### src/rtl/ring_rr_arbiter.sv
// Round-robin arbiter with a one-hot rotating priority pointer and a registered one-hot grant.
// Optional per-owner hold timeout is compiled in with `define RR_ARB_TIMEOUT_EN.
module ring_rr_arbiter #(
    parameter int unsigned N        = 4,
    parameter int unsigned HOLD_MAX = 8
) (
    input  logic                 clk,
    input  logic                 reset,
    input  logic [N-1:0]         req,
    output logic [N-1:0]         grant,
    output logic                 grant_valid,
    output logic [$clog2(N)-1:0] grant_id,
    output logic [N-1:0]         ptr
);

    typedef enum logic {
        IDLE  = 1'b0,
        GRANT = 1'b1
    } state_t;

    state_t       r_state;
    state_t       w_state_nxt;
    logic [N-1:0] r_grant;
    logic [N-1:0] r_ptr;
    logic [N-1:0] w_grant_nxt;
    logic [N-1:0] w_ptr_nxt;
    logic [N-1:0] w_arb_req;
    logic [N-1:0] w_win_oh;
    logic [N-1:0] w_win_rot;
    logic         w_win_found;
    logic         w_owner_req;
    logic         w_timeout;
    int unsigned  w_ptr_idx;

`ifdef RR_ARB_TIMEOUT_EN
    localparam int unsigned    HW        = $clog2(HOLD_MAX);
    localparam logic [HW-1:0]  HOLD_LAST = HW'(HOLD_MAX - 1);
    logic [HW-1:0] r_hold;
    logic [HW-1:0] w_hold_nxt;
`endif

    assign w_owner_req = |(req & r_grant);

`ifdef RR_ARB_TIMEOUT_EN
    assign w_timeout = (r_state == GRANT) && w_owner_req && (r_hold == HOLD_LAST);
`else
    assign w_timeout = 1'b0;
`endif

    // On a forced handover the current owner is excluded from the search.
    always_comb begin
        w_arb_req = req;
        if (w_timeout) begin
            w_arb_req = req & ~r_grant;
        end
    end

    always_comb begin
        int unsigned idx;
        idx         = 0;
        w_ptr_idx   = 0;
        w_win_oh    = '0;
        w_win_found = 1'b0;
        for (int unsigned i = 0; i < N; i++) begin
            if (r_ptr[i]) begin
                w_ptr_idx = i;
            end
        end
        for (int unsigned k = 0; k < N; k++) begin
            idx = (w_ptr_idx + k) % N;
            if (!w_win_found && w_arb_req[idx]) begin
                w_win_oh[idx] = 1'b1;
                w_win_found   = 1'b1;
            end
        end
    end

    assign w_win_rot = {w_win_oh[N-2:0], w_win_oh[N-1]};

    always_ff @(posedge clk or negedge reset) begin
        if (!reset) begin
            r_state <= IDLE;
            r_grant <= '0;
            r_ptr   <= N'(1);
`ifdef RR_ARB_TIMEOUT_EN
            r_hold  <= '0;
`endif
        end else begin
            r_state <= w_state_nxt;
            r_grant <= w_grant_nxt;
            r_ptr   <= w_ptr_nxt;
`ifdef RR_ARB_TIMEOUT_EN
            r_hold  <= w_hold_nxt;
`endif
        end
    end

    always_comb begin
        w_state_nxt = r_state;
        w_grant_nxt = r_grant;
        w_ptr_nxt   = r_ptr;
        case (r_state)
            IDLE: begin
                if (w_win_found) begin
                    w_state_nxt = GRANT;
                    w_grant_nxt = w_win_oh;
                    w_ptr_nxt   = w_win_rot;
                end
            end
            GRANT: begin
                if (!w_owner_req) begin
                    if (w_win_found) begin
                        w_grant_nxt = w_win_oh;
                        w_ptr_nxt   = w_win_rot;
                    end else begin
                        w_state_nxt = IDLE;
                        w_grant_nxt = '0;
                    end
                end else if (w_timeout && w_win_found) begin
                    w_grant_nxt = w_win_oh;
                    w_ptr_nxt   = w_win_rot;
                end
            end
            default: begin
                w_state_nxt = IDLE;
                w_grant_nxt = '0;
            end
        endcase
    end

`ifdef RR_ARB_TIMEOUT_EN
    // Counts only uninterrupted holds; any owner change or expiry restarts it.
    always_comb begin
        w_hold_nxt = '0;
        if ((r_state == GRANT) && w_owner_req && !w_timeout) begin
            w_hold_nxt = r_hold + 1'b1;
        end
    end
`endif

    always_comb begin
        grant       = r_grant;
        ptr         = r_ptr;
        grant_valid = |r_grant;
        grant_id    = '0;
        for (int unsigned i = 0; i < N; i++) begin
            if (r_grant[i]) begin
                grant_id = i[$clog2(N)-1:0];
            end
        end
    end

endmodule
### config.mk
export PLATFORM = sky130hd
export DESIGN_NAME = ring_rr_arbiter
export DESIGN_NICKNAME = d
export VERILOG_FILES = /design/src/rtl/ring_rr_arbiter.sv
export SDC_FILE = /design/constraint.sdc
export NUM_CORES = 1
export LEC_CHECK = 0
export CORE_MARGIN = 2
export CORE_UTILIZATION = 40
export DETAILED_ROUTE_END_ITERATION = 12
export PLACE_DENSITY = 0.7
export RECOVER_POWER = 100
export SLEW_MARGIN = 20
export SYNTH_ARGS = -nofsm -noshare
export SYNTH_HDL_FRONTEND = slang
export SYNTH_SLANG_ARGS = --single-unit
### constraint.sdc
create_clock -name clk -period 2.3 [get_ports clk]
set_input_delay 0.345 -clock clk [delete_from_list [all_inputs] [get_ports clk]]
set_output_delay 0.345 -clock clk [all_outputs]
set_load 0.01 [all_outputs]
### Word level (Yosys, flattened, before mapping)

Index checks and enable logic that the tools add are counted.

| word-level totals | value |
|---|---|
| flip-flop bits (word level) | 9 |
| input port bits | 6 |
| logic and storage cells | 74 |

| operators by class | value |
|---|---|
| $add $sub $neg | 3 |
| order comparisons | 8 |
| eq/ne operators | 2 |
| muxes and demuxes | 40 |
| bitwise operators | 5 |
| reduce and logical (&&, ||, !) cells | 13 |

Operators with widths:

| cell | count |
|---|---|
| 4-bit two-way mux | 9 |
| 1-bit two-way mux | 16 |
| 4-bit one-hot mux with 2 select lines | 2 |
| 2-bit by 3-bit less-than comparator with 1-bit output (second input constant) | 4 |
| 4-bit OR | 3 |
| 1-bit binary-select mux with 2-bit select | 4 |
| 1-bit demux with 2-bit select | 4 |
| 2-bit by 1-bit greater-or-equal comparator with 1-bit output (second input constant) | 4 |
| 2-bit two-way mux | 4 |
| 4-bit OR reduction | 2 |
| 1-bit logical AND | 7 |
| 2-bit adder (second input constant) | 2 |
| 4-bit AND | 1 |
| 2-bit inequality test (second input constant) | 2 |
| 1-bit logical NOT | 3 |
| 2-bit by 1-bit adder with 2-bit output (second input constant) | 1 |
| 1-bit one-hot mux with 2 select lines | 1 |
| 2-bit AND reduction | 1 |
| 1-bit inverter | 1 |

### Depth between registers and ports, before layout

| logic depth | value |
|---|---|
| depth in word-level cells | 18 |
| gate-level depth with buffers | 7 |
| mapped depth without buffers | 5 |

### Least setup slack after synthesis

No wires, ideal clock.

| timing path | value |
|---|---|
| kind | input port to flip-flop |
| start point | input req[0] |
| end point | register r_grant[2] (netlist: grant[2]) |
| arrival | 1574 ps |
| required time | 2174 ps |
| setup slack | 600 ps |
| stages | 5 |
| path buffers | 2 |
| cells stage by stage | buf_2 -> or4_4 -> and2_4 -> buf_6 -> a221o_1 |

| on the way | value |
|---|---|
| word-level cells in the longest chain between the ends | 15 |
| elaborated cells on any way between the ends | 34 |
| those cells by class | 2 x eq/ne; 20 x mux; 4 x bitwise; 8 x reduce/logical |

Ends and longest elaborated chain:

| element | RTL line | source |
|---|---|---|
| start, declared | 9 | `input logic [N-1:0] req,` |
| 1-bit binary-select mux with 2-bit select | 71 | `if (!w_win_found && w_arb_req[idx]) begin` |
| 1-bit two-way mux (implied by the code) | 71 |  |
| 1-bit two-way mux | 71 |  |
| 1-bit logical NOT | 71 |  |
| 1-bit logical AND | 71 |  |
| 1-bit two-way mux | 71 |  |
| 1-bit logical NOT | 71 |  |
| 1-bit logical AND | 71 |  |
| 1-bit two-way mux | 71 |  |
| 1-bit logical NOT | 71 |  |
| 1-bit logical AND | 71 |  |
| 4-bit two-way mux or 1-bit two-way mux (tied branches) | 71 |  |
| 4-bit two-way mux | 112 | `if (w_win_found) begin` |
| 4-bit two-way mux | 111 | `if (!w_owner_req) begin` |
| 4-bit one-hot mux with 2 select lines | 102 | `case (r_state)` |
| end signal, assigned | 90 | `r_grant <= w_grant_nxt;` |
| end, declared | 23 | `logic [N-1:0] r_grant;` |

Several ways; a longest one is shown, not always the timed one. The select of a mux whose other input is x is not followed.
A chain may end at the register's enable or synchronous reset.

### Worst setup path in the final report

| timing path | value |
|---|---|
| start point | register r_grant[2] (netlist: grant[2]) |
| end point | output grant_valid |

| on the way | value |
|---|---|
| word-level cells in the longest chain between the ends | 1 |

Ends and longest elaborated chain:

| element | RTL line | source |
|---|---|---|
| 4-bit OR reduction | 144 | `grant_valid = \|r_grant;` |
| end, declared | 11 | `output logic grant_valid,` |

No other way between the ends.

==> reports/results.md <==
| Step | Metric | Reported |
|:---|:---|:---|
| outcome | Status | completed |
| die | Die outline width | 43.3 microns |
| global route | GRT Residual Overflow | 0 |
| finish | # diodes | 0 |
| routing | Number of design-rule violations left by the first detailed-router iteration | 30 |
| timing | Worst-case clock skew | 7.62 ps |
| clock network | CTS root buffer | clkbuf_4 |
| clock network | Max H-tree Level | 1 |
| routing | Average vias per placed instance | 5.89 |
| setup path | Required @ worst endpoint | 1960 ps |
| power and ir drop | Worst IR Drop VDD | 0.524 mV |
| routing | Avg WL per Cell | 13.3 microns |
| setup path | Type of element capturing the critical path | output pin |
| die | Top-Level Pins | 17 |
| placement | Number of I/O port buffers | 16 |
| setup path | Type of the setup path with the least slack | reg2out |
| synth | Gate Count Post-Synth | 72 |
| timing | Shortest period the worst path allows | 2110 ps |
| synth | Per-instance average area after synthesis | 8.58 sq um |
| routing | Number of iterations in the first detailed-routing pass | 5 |
| die | Vertical extent of the die | 43.3 microns |
| timing | Unrepaired setup endpoints after global routing | no |
| synth | Synthesis-stage register bit count | 9 |
| timing | Final Hold Violating Endpoints | 0 |
| clock network | Setup Fix Bufs, Post-CTS | 0 |
| global route | Overall Global Routing Usage | 16.6% |
| finish | Area grow syn2layout | 28.9% |
| global route | Largest net degree at the start of global routing | 15 |
| finish | Number of nets in the layout | 95 |
| timing | Final-report max-slew violation count | 0 |
| placement | Post-detailed-placement half-perimeter wirelength | 1.07 mm |
| synth | Count leader, synth | nand2_1 |
| timing | Total Negative Setup Slacks | 0 ps |
| timing | Pin slew with the least headroom to its limit | 403 ps |
| routing | Total number of vias | 613 |
| die | Core ar. | 1470 sq um |
| timing | Highest clock frequency the design can meet | 473 MHz |
| placement | Global placement routability congestion | 0.963 |
| synth | Number of distinct library cell variants in the gate-level netlist after synthesis | 31 |
| finish | Fraction of final layout cells sized beyond drive strength 1 | 11.4% |
| clock network | Number of buffers inserted during clock tree synthesis | 3 |
| die | Initial core utilization | 42.0% |
| synth | Syn_nets | 78 |
| power and ir drop | Total power | 894 uW |
| clock network | Number of gates resized after cts | 0 |
| power and ir drop | Power per unit of standard cell area | 1120 nW/um^2 |
| synth | Fraction of the yosys area taken by sequential cells | 36.6% |
| timing | Total of endpoints with negative setup slack in the final report | 0 |
| global route | Global-route wire length before repair | 2.33 mm |
| job | Max-capacitance violation count | 0 |
| setup path | Critical path launch point type | register |
| synth | Share of Yosys cell area claimed by the top area cell type | 32.4% |
| power and ir drop | Static leakage power | 0.370 nW |
| synth | Syn. warnings | 0 |
| synth | Fraction of registers with async set or reset after synthesis | 100% |
| routing | Residual antenna-violating net count after detailed routing | 0 |
| setup path | Maximum fanout count along the critical path | 5 |
| clock network | Clock transition at path regs | 60 ps |
| global route | Antenna violations before repair | 0 |
| synth | Mapped cell area | 618 sq um |
| timing | Slew Limit Headroom | 73.0% |
| die | Die area | 1880 sq um |
| routing | WL final | 1.39 mm |
| synth | Main flop type after synthesis | dfrtp_1 |
| clock network | Sinks on the clock net | 9 |
| clock network | TritonCTS clock tree | built |
| timing | Ratio of final minimum period to clock period | 91.9% |
| synth | Post-synth EDFFs | 0 |
| clock network | Cts hold-fix bufs | 0 |
| synth | Cell type contributing the most total cell area after synthesis | dfrtp_1 |
| global route | Via count of the first global-routing pass | 529 |
| hold path | Path category of the worst min-delay check | in2async |
| die | Number of placement rows | 14 |
| clock network | Longest Clk Path Bufs | 2 |
| routing | Residual DRC | 0 |
| synth | Post-synth top cells | nand2_1, dfrtp_1, nor4_1, a22o_1, o21ai_0 |
| setup path | Setup slack of the most critical reg-to-reg path | 560 ps |
| clock network | Clock latency on the worst-skew pair | 260 ps |
| setup path | Worst EP arrival | 1770 ps |
| synth | Leading cell types by total area after synthesis | dfrtp_1, nand2_1, a22o_1, nor4_1, dfstp_2 |
## registers in the layout, summed over array words and instances (netlist names)
signal,flops
grant,4
r_state,1
ptr,4
## stage by stage
step                      setup WS (ps)  cell area, sq um  instances  hold slack [ps]  utilization (%)
after floorplan                     600               618         72             49.4                -
after global placement              121               773        100              549             52.6
after detailed placement            121               773        100              551             52.6
after CTS                           163               801        104              373             54.4
after global routing                110               797        104              462             54.2
final                               186               797        104              441             54.2
## power by group
part           total (mW)  switching, mW  internal (mW)
logic               0.506          0.242          0.264
registers           0.268         0.0561          0.212
clock network       0.120         0.0559         0.0641
## layout by cell type, fill, tap and decap left out
master           count
or3_1                2
or3b_1               1
dlygate4sd3_1       12
nand2b_1             2
o22a_1               1
dfrtp_1              8
a21oi_1              2
inv_1                3
mux2i_1              1
nand2_1             10
o21a_1               1
o31ai_1              2
a221o_1              1
o21ai_1              1
buf_4                2
a22o_1               4
clkinv_2             1
nor2b_1              3
o21ai_0              5
o22ai_1              1
nand3_1              1
and2_4               1
nor3_1               2
or2_2                1
a211oi_1             1
nor4_1               5
mux2_1               1
clkbuf_4             3
dfstp_2              1
or4_4                1
nor2_1               2
a21o_1               2
clkdlybuf4s50_1      4
## layout make-up
type / count / area, sq um
well taps: 16 / 20.0
fillers: 143 / 674
clock inverters: 1 / 5.00
flip-flops and latches: 9 / 226
repair buffers: 18 / 175
multi-input cells: 54 / 337
clock buffers: 3 / 22.5
inverters: 3 / 11.3
## per-layer routing
| metal | vias up | global-route usage [%] | routed length (microns) |
|---|---|---|---|
| met5 | - | 0 | 0 |
| li1 | 293 | - | - |
| met1 | 285 | 21.2 | 610 |
| met3 | 6 | 8.09 | 120 |
| met4 | 0 | 1.82 | 11 |
| met2 | 29 | 26.6 | 643 |
## cell families after synthesis
group / after synthesis / synth area share (%)
flops: 9 / 36.6
simple gates: 31 / 27.5
compound gates: 21 / 23.5
buf+inv: 9 / 8.30
mux: 2 / 4.05
## worst paths after layout
kind	start	to	cells past startpoint
max in group asynchronous	reset	ptr[0]	1
hold reg to reg	grant[0]	grant[0]	2
setup reg to reg	ptr[2]	grant[3]	5
min in group clk	grant[0]	grant[0]	2
setup / recovery	grant[2]	grant_valid	3
hold / removal	reset	grant[2]	1
## worst max-delay path: stages, from the launching register on
cell	delay, ps
dfrtp_1	410
or2_2	310
or3_1	300
clkdlybuf4s50_1	480
(Power assumes the default switching activity.)
==> RTL edit 1, RTL diff (same flow settings) <==
Build with the macro `RR_ARB_TIMEOUT_EN` defined.
--- a/src/rtl/ring_rr_arbiter.sv
+++ b/src/rtl/ring_rr_arbiter.sv
@@ -1,5 +1,7 @@
 // Round-robin arbiter with a one-hot rotating priority pointer and a registered one-hot grant.
 // Optional per-owner hold timeout is compiled in with `define RR_ARB_TIMEOUT_EN.
+`define RR_ARB_TIMEOUT_EN
+
 module ring_rr_arbiter #(
     parameter int unsigned N        = 4,
     parameter int unsigned HOLD_MAX = 8
Check against the original RTL: no difference found for any inputs over 4 cycles, from zero or initial values and one cycle with reset low; that may be too few to reach the edited logic, so the function may still have changed.
==> RTL edit 1 against the unedited design <==
The flow now finishes with violations (negative setup slack). Clock skew down 1.8 ps. Final area up 100%. Count of clock-buffer cells in the layout up 1. First-iteration DRC count rose by 60%. Critical endpoint is now ptr[3]. Power rose to 2.5 times the old value. Routed wire length up 140%. Sequential cell count rose by 3. Critical path type is now flip-flop to flip-flop. Synthesized area rose by 70%. Non-clock buffer count grew 31. Setup slack got worse by 200 ps. Global-route usage up 6.2 points. Combinational power increased to 3.4 times the old value. Via count grew 87%. Register-to-register slack lost 570 ps.
==> RTL edit 1: results <==
[sta]
setup_viol = 3
tns_ps = -21.0
relSlewSlack = 0.612
setup_ws_ps = -14.7
skew_ps = 5.82

[drt]
dr.pass1.iters = 4
via_per_inst = 5.79
drc = 0
wl_mm = 3.31
drt_iter0_drc = 48

[synthesis]
synth.area.top_cells = "dfrtp_1 (26%), ha_1 (11%), mux4_2 (4.3%)"
synth.area.mux_share = 0.0867
yosysUniqueCellTypes = 40
yosysWarnings = 0
postSynthCellCount = 116
ys.flop_type = "dfrtp_1"
ys_top_cells_by_count = "dfrtp_1 (11), ha_1 (9), inv_1 (9)"
synth-seq-area-share = 0.286
syn-num-nets = 131
synthArstFlopShare = 1.00
synthXorXnorAreaFrac = 0
synth_adder_area_share = 0.107
synth_edf_count = 0
synth_compound_area_frac = 0.276

[layout]
drive_above_1_share = 0.387
fill_cells = 218
fin_cells = 198
antennaDiodeCount = 0
finish.utilization = 0.649
nets = 184

[worst_setup_path]
critPathMaxFanout = 6
crit_arrival_ps = 2490

[global_routing]
antenna_found_initial = 0
grt_start_max_net_pins = 13
grt_pass1_wl_mm = 5.51
grt.total_usage = 0.228
grt_pass1_vias = 1185

[cts]
path_clk_slew_ps = 80
h-tree-depth = 1
cts_resized = 11
cts_buffer_depth = 2
numCtsBuffers = 3
cts-root-buf = "clkbuf_4"
clock_latency_ps = 290
cts_setup_buffers = 1

[placed_design]
gp_congestion = 0.906
place_ws_ps = -111
io_buffers = 16
dp_hpwl_mm = 2.57
place_inst = 192
placed_cell_area_um2 = 1480

[pwr]
power_leakage_uw = 0.000759
swShare = 0.438
peakVddDrop_mv = 0.948

[hold_path]
holdCritPathClass = "input port to asynchronous set/reset pin"

[run_status]
outcome = "finished, violations left"
violations = "negative setup slack"
-- RTL edit 1: changes by cell type in the layout (fill, tap and decap cells not counted), moves of 4 or more --
cell | unedited run | this run
a22o_1 | 4 | 0
a31oi_1 | 0 | 5
buf_4 | 2 | 31
dlygate4sd3_1 | 12 | 8
ha_1 | 0 | 7
inv_1 | 3 | 9
nand3_1 | 1 | 6
nor4_1 | 5 | 0
o21ai_0 | 5 | 0
-- RTL edit 1: power by group through the flow --
stage / Combinational, uW / Sequential (uW) / Clock, uW
2_1_floorplan: 788 / 422 / 0
3_3_place_gp: 1510 / 387 / 0
3_5_place_dp: 1550 / 392 / 0
4_1_cts: 1640 / 391 / 176
5_1_grt: 1840 / 407 / 190
6_report: 1700 / 397 / 174
-- RTL edit 1: final cells by class --
cell class | count | area share
well taps | 30 | 0.0233
clock buffers | 4 | 0.0226
multi-input cells | 92 | 0.486
flip-flops and latches | 12 | 0.187
repair buffers | 49 | 0.255
inverters | 11 | 0.0257
-- RTL edit 1: layer usage --
metal	vias up	global-route usage	share of wire	routed length, um
li1	544	-	-	-
met1	544	0.278	0.41	1370
met2	45	0.386	0.50	1650
met3	13	0.0351	0.054	178
met4	0	0.118	0.034	112
met5	-	0	0	0
-- RTL edit 1: worst max-delay path, stage by stage, from the launching register on --
cell and delay [ps]:
dfrtp_1 410, ha_4 180, ha_4 180, and3_2 230
nor2_1 170, mux4_2 340, buf_6 140, a211o_1 120
a21oi_2 70, or3_1 360
-- RTL edit 1: worst paths after layout --
path	start	endpoint	depth (start not counted)	slack, ps
min reg2reg	ptr[0]	ptr[0]	2	520
max	r_hold[0]	ptr[3]	9	-10
min	reset	ptr[2]	1	490
max reg2reg	r_hold[0]	ptr[3]	9	-10
min in group clk	ptr[0]	ptr[0]	2	520
max in group asynchronous	reset	r_state	1	1430
==> RTL edit 2, RTL diff (same settings) <==
Without the edit above. Reset style: synchronous (`reset`), changed in one clocked block.
--- a/src/rtl/ring_rr_arbiter.sv
+++ b/src/rtl/ring_rr_arbiter.sv
@@ -77,7 +77,7 @@
 
     assign w_win_rot = {w_win_oh[N-2:0], w_win_oh[N-1]};
 
-    always_ff @(posedge clk or negedge reset) begin
+    always_ff @(posedge clk) begin
         if (!reset) begin
             r_state <= IDLE;
             r_grant <= '0;
Check against the original RTL: differs if reset is asserted again (counterexample within 4 cycles, from zero or initial values and one cycle with reset low); with reset held inactive, the same outputs for 4 cycles.
==> RTL edit 2 against the unedited design <==
Combinational power rose by 78%. Setup slack got worse by 79 ps. Critical path type is now flip-flop to flip-flop. Synthesized area grew 31%. Routed wire length rose by 66%. Sequential cell count is the same. Final area up 37%. Cell count increased by 43%. Largest power group unchanged. Power is 41% higher.
==> RTL edit 2: results <==
[drt]
vias = 879
met1_length_um = 984
drt_iter0_drc = 21
wl_met3_um = 82
wire_per_inst_um = 15.5
via_per_inst = 5.90
dr.pass1.iters = 4

[pwr]
pg_comb_uw = 901
p_seq_uw = 245
power_leakage_uw = 0.000446
internal_power_uw = 699

[worst_setup_path]
cp_slowest_stage_delay_ps = 460
crit_arrival_ps = 2380
cp_top_family = "compound AO/OA/AOI/OAI gates"

[layout]
nMultiInputCombCells = 75
fill_cells = 201
nets = 135
clockNetworkAreaShare = 0.0241
flops_and_latches = 9
multi_input_area_um2 = 597
drive_above_1_share = 0.172
nonClkBufAreaFrac = 0.198
register_area_um2 = 180
nClkBuffers = 4
inverters = 10

[global_routing]
grt.total_usage = 0.204
grt_pass1_vias = 836
grtUsageMet1 = 0.231
use_met2 = 0.368

[placed_design]
place_ws_ps = 23.3
gp_congestion = 0.887
dp_hpwl_mm = 1.75
placed_cell_area_um2 = 1040
place_inst = 145

[sta]
tightest_slew_ps = 519

[synthesis]
ys_top_cells_by_count = "dfxtp_1 (9), inv_1 (9), nand2_1 (8)"
synth_adder_area_share = 0.0927
synth.area.mux_share = 0.0371
synth.area.top_cells = "dfxtp_1 (22%), ha_1 (9.3%), o221ai_1 (5.4%)"
syn-num-nets = 109
yosysUniqueCellTypes = 40
synth_compound_area_frac = 0.331

[floorplan]
num_rows = 16

[run_status]
outcome = "finished, final reports clean"

[hold_path]
holdCritPathClass = "flip-flop to flip-flop"
-- RTL edit 2: cell types whose count changed after synthesis, sizes merged, moves of 4 or more --
cell and change:
a21oi +5, o221ai +5, ha +6, dfrtp -8
dfxtp +9, nand4 +4, inv +6, nor4 -4
-- RTL edit 2: final timing paths --
path	start	end	slack (ps)	depth (start not counted)
min	ptr[0]	ptr[0]	490	1
min reg2reg	ptr[0]	ptr[0]	490	1
max	ptr[1]	ptr[1]	110	8
max reg2reg	ptr[1]	ptr[1]	110	8
-- RTL edit 2: timing repair --
item / in CTS / in global routing
buffers inserted: 0 / 0
endpoints found under the setup margin: 0 / 8
endpoints found under the hold margin: 0 / 0
gates resized for setup: 0 / 7
-- RTL edit 2: worst register-to-register path: stages (launching register included) --
cell and delay [ps]:
dfxtp_1 320, or2b_2 320, nand2_2 110, ha_4 230
nor3b_2 170, a21oi_1 70, o41a_1 460, o2111a_1 320
a21oi_1 130
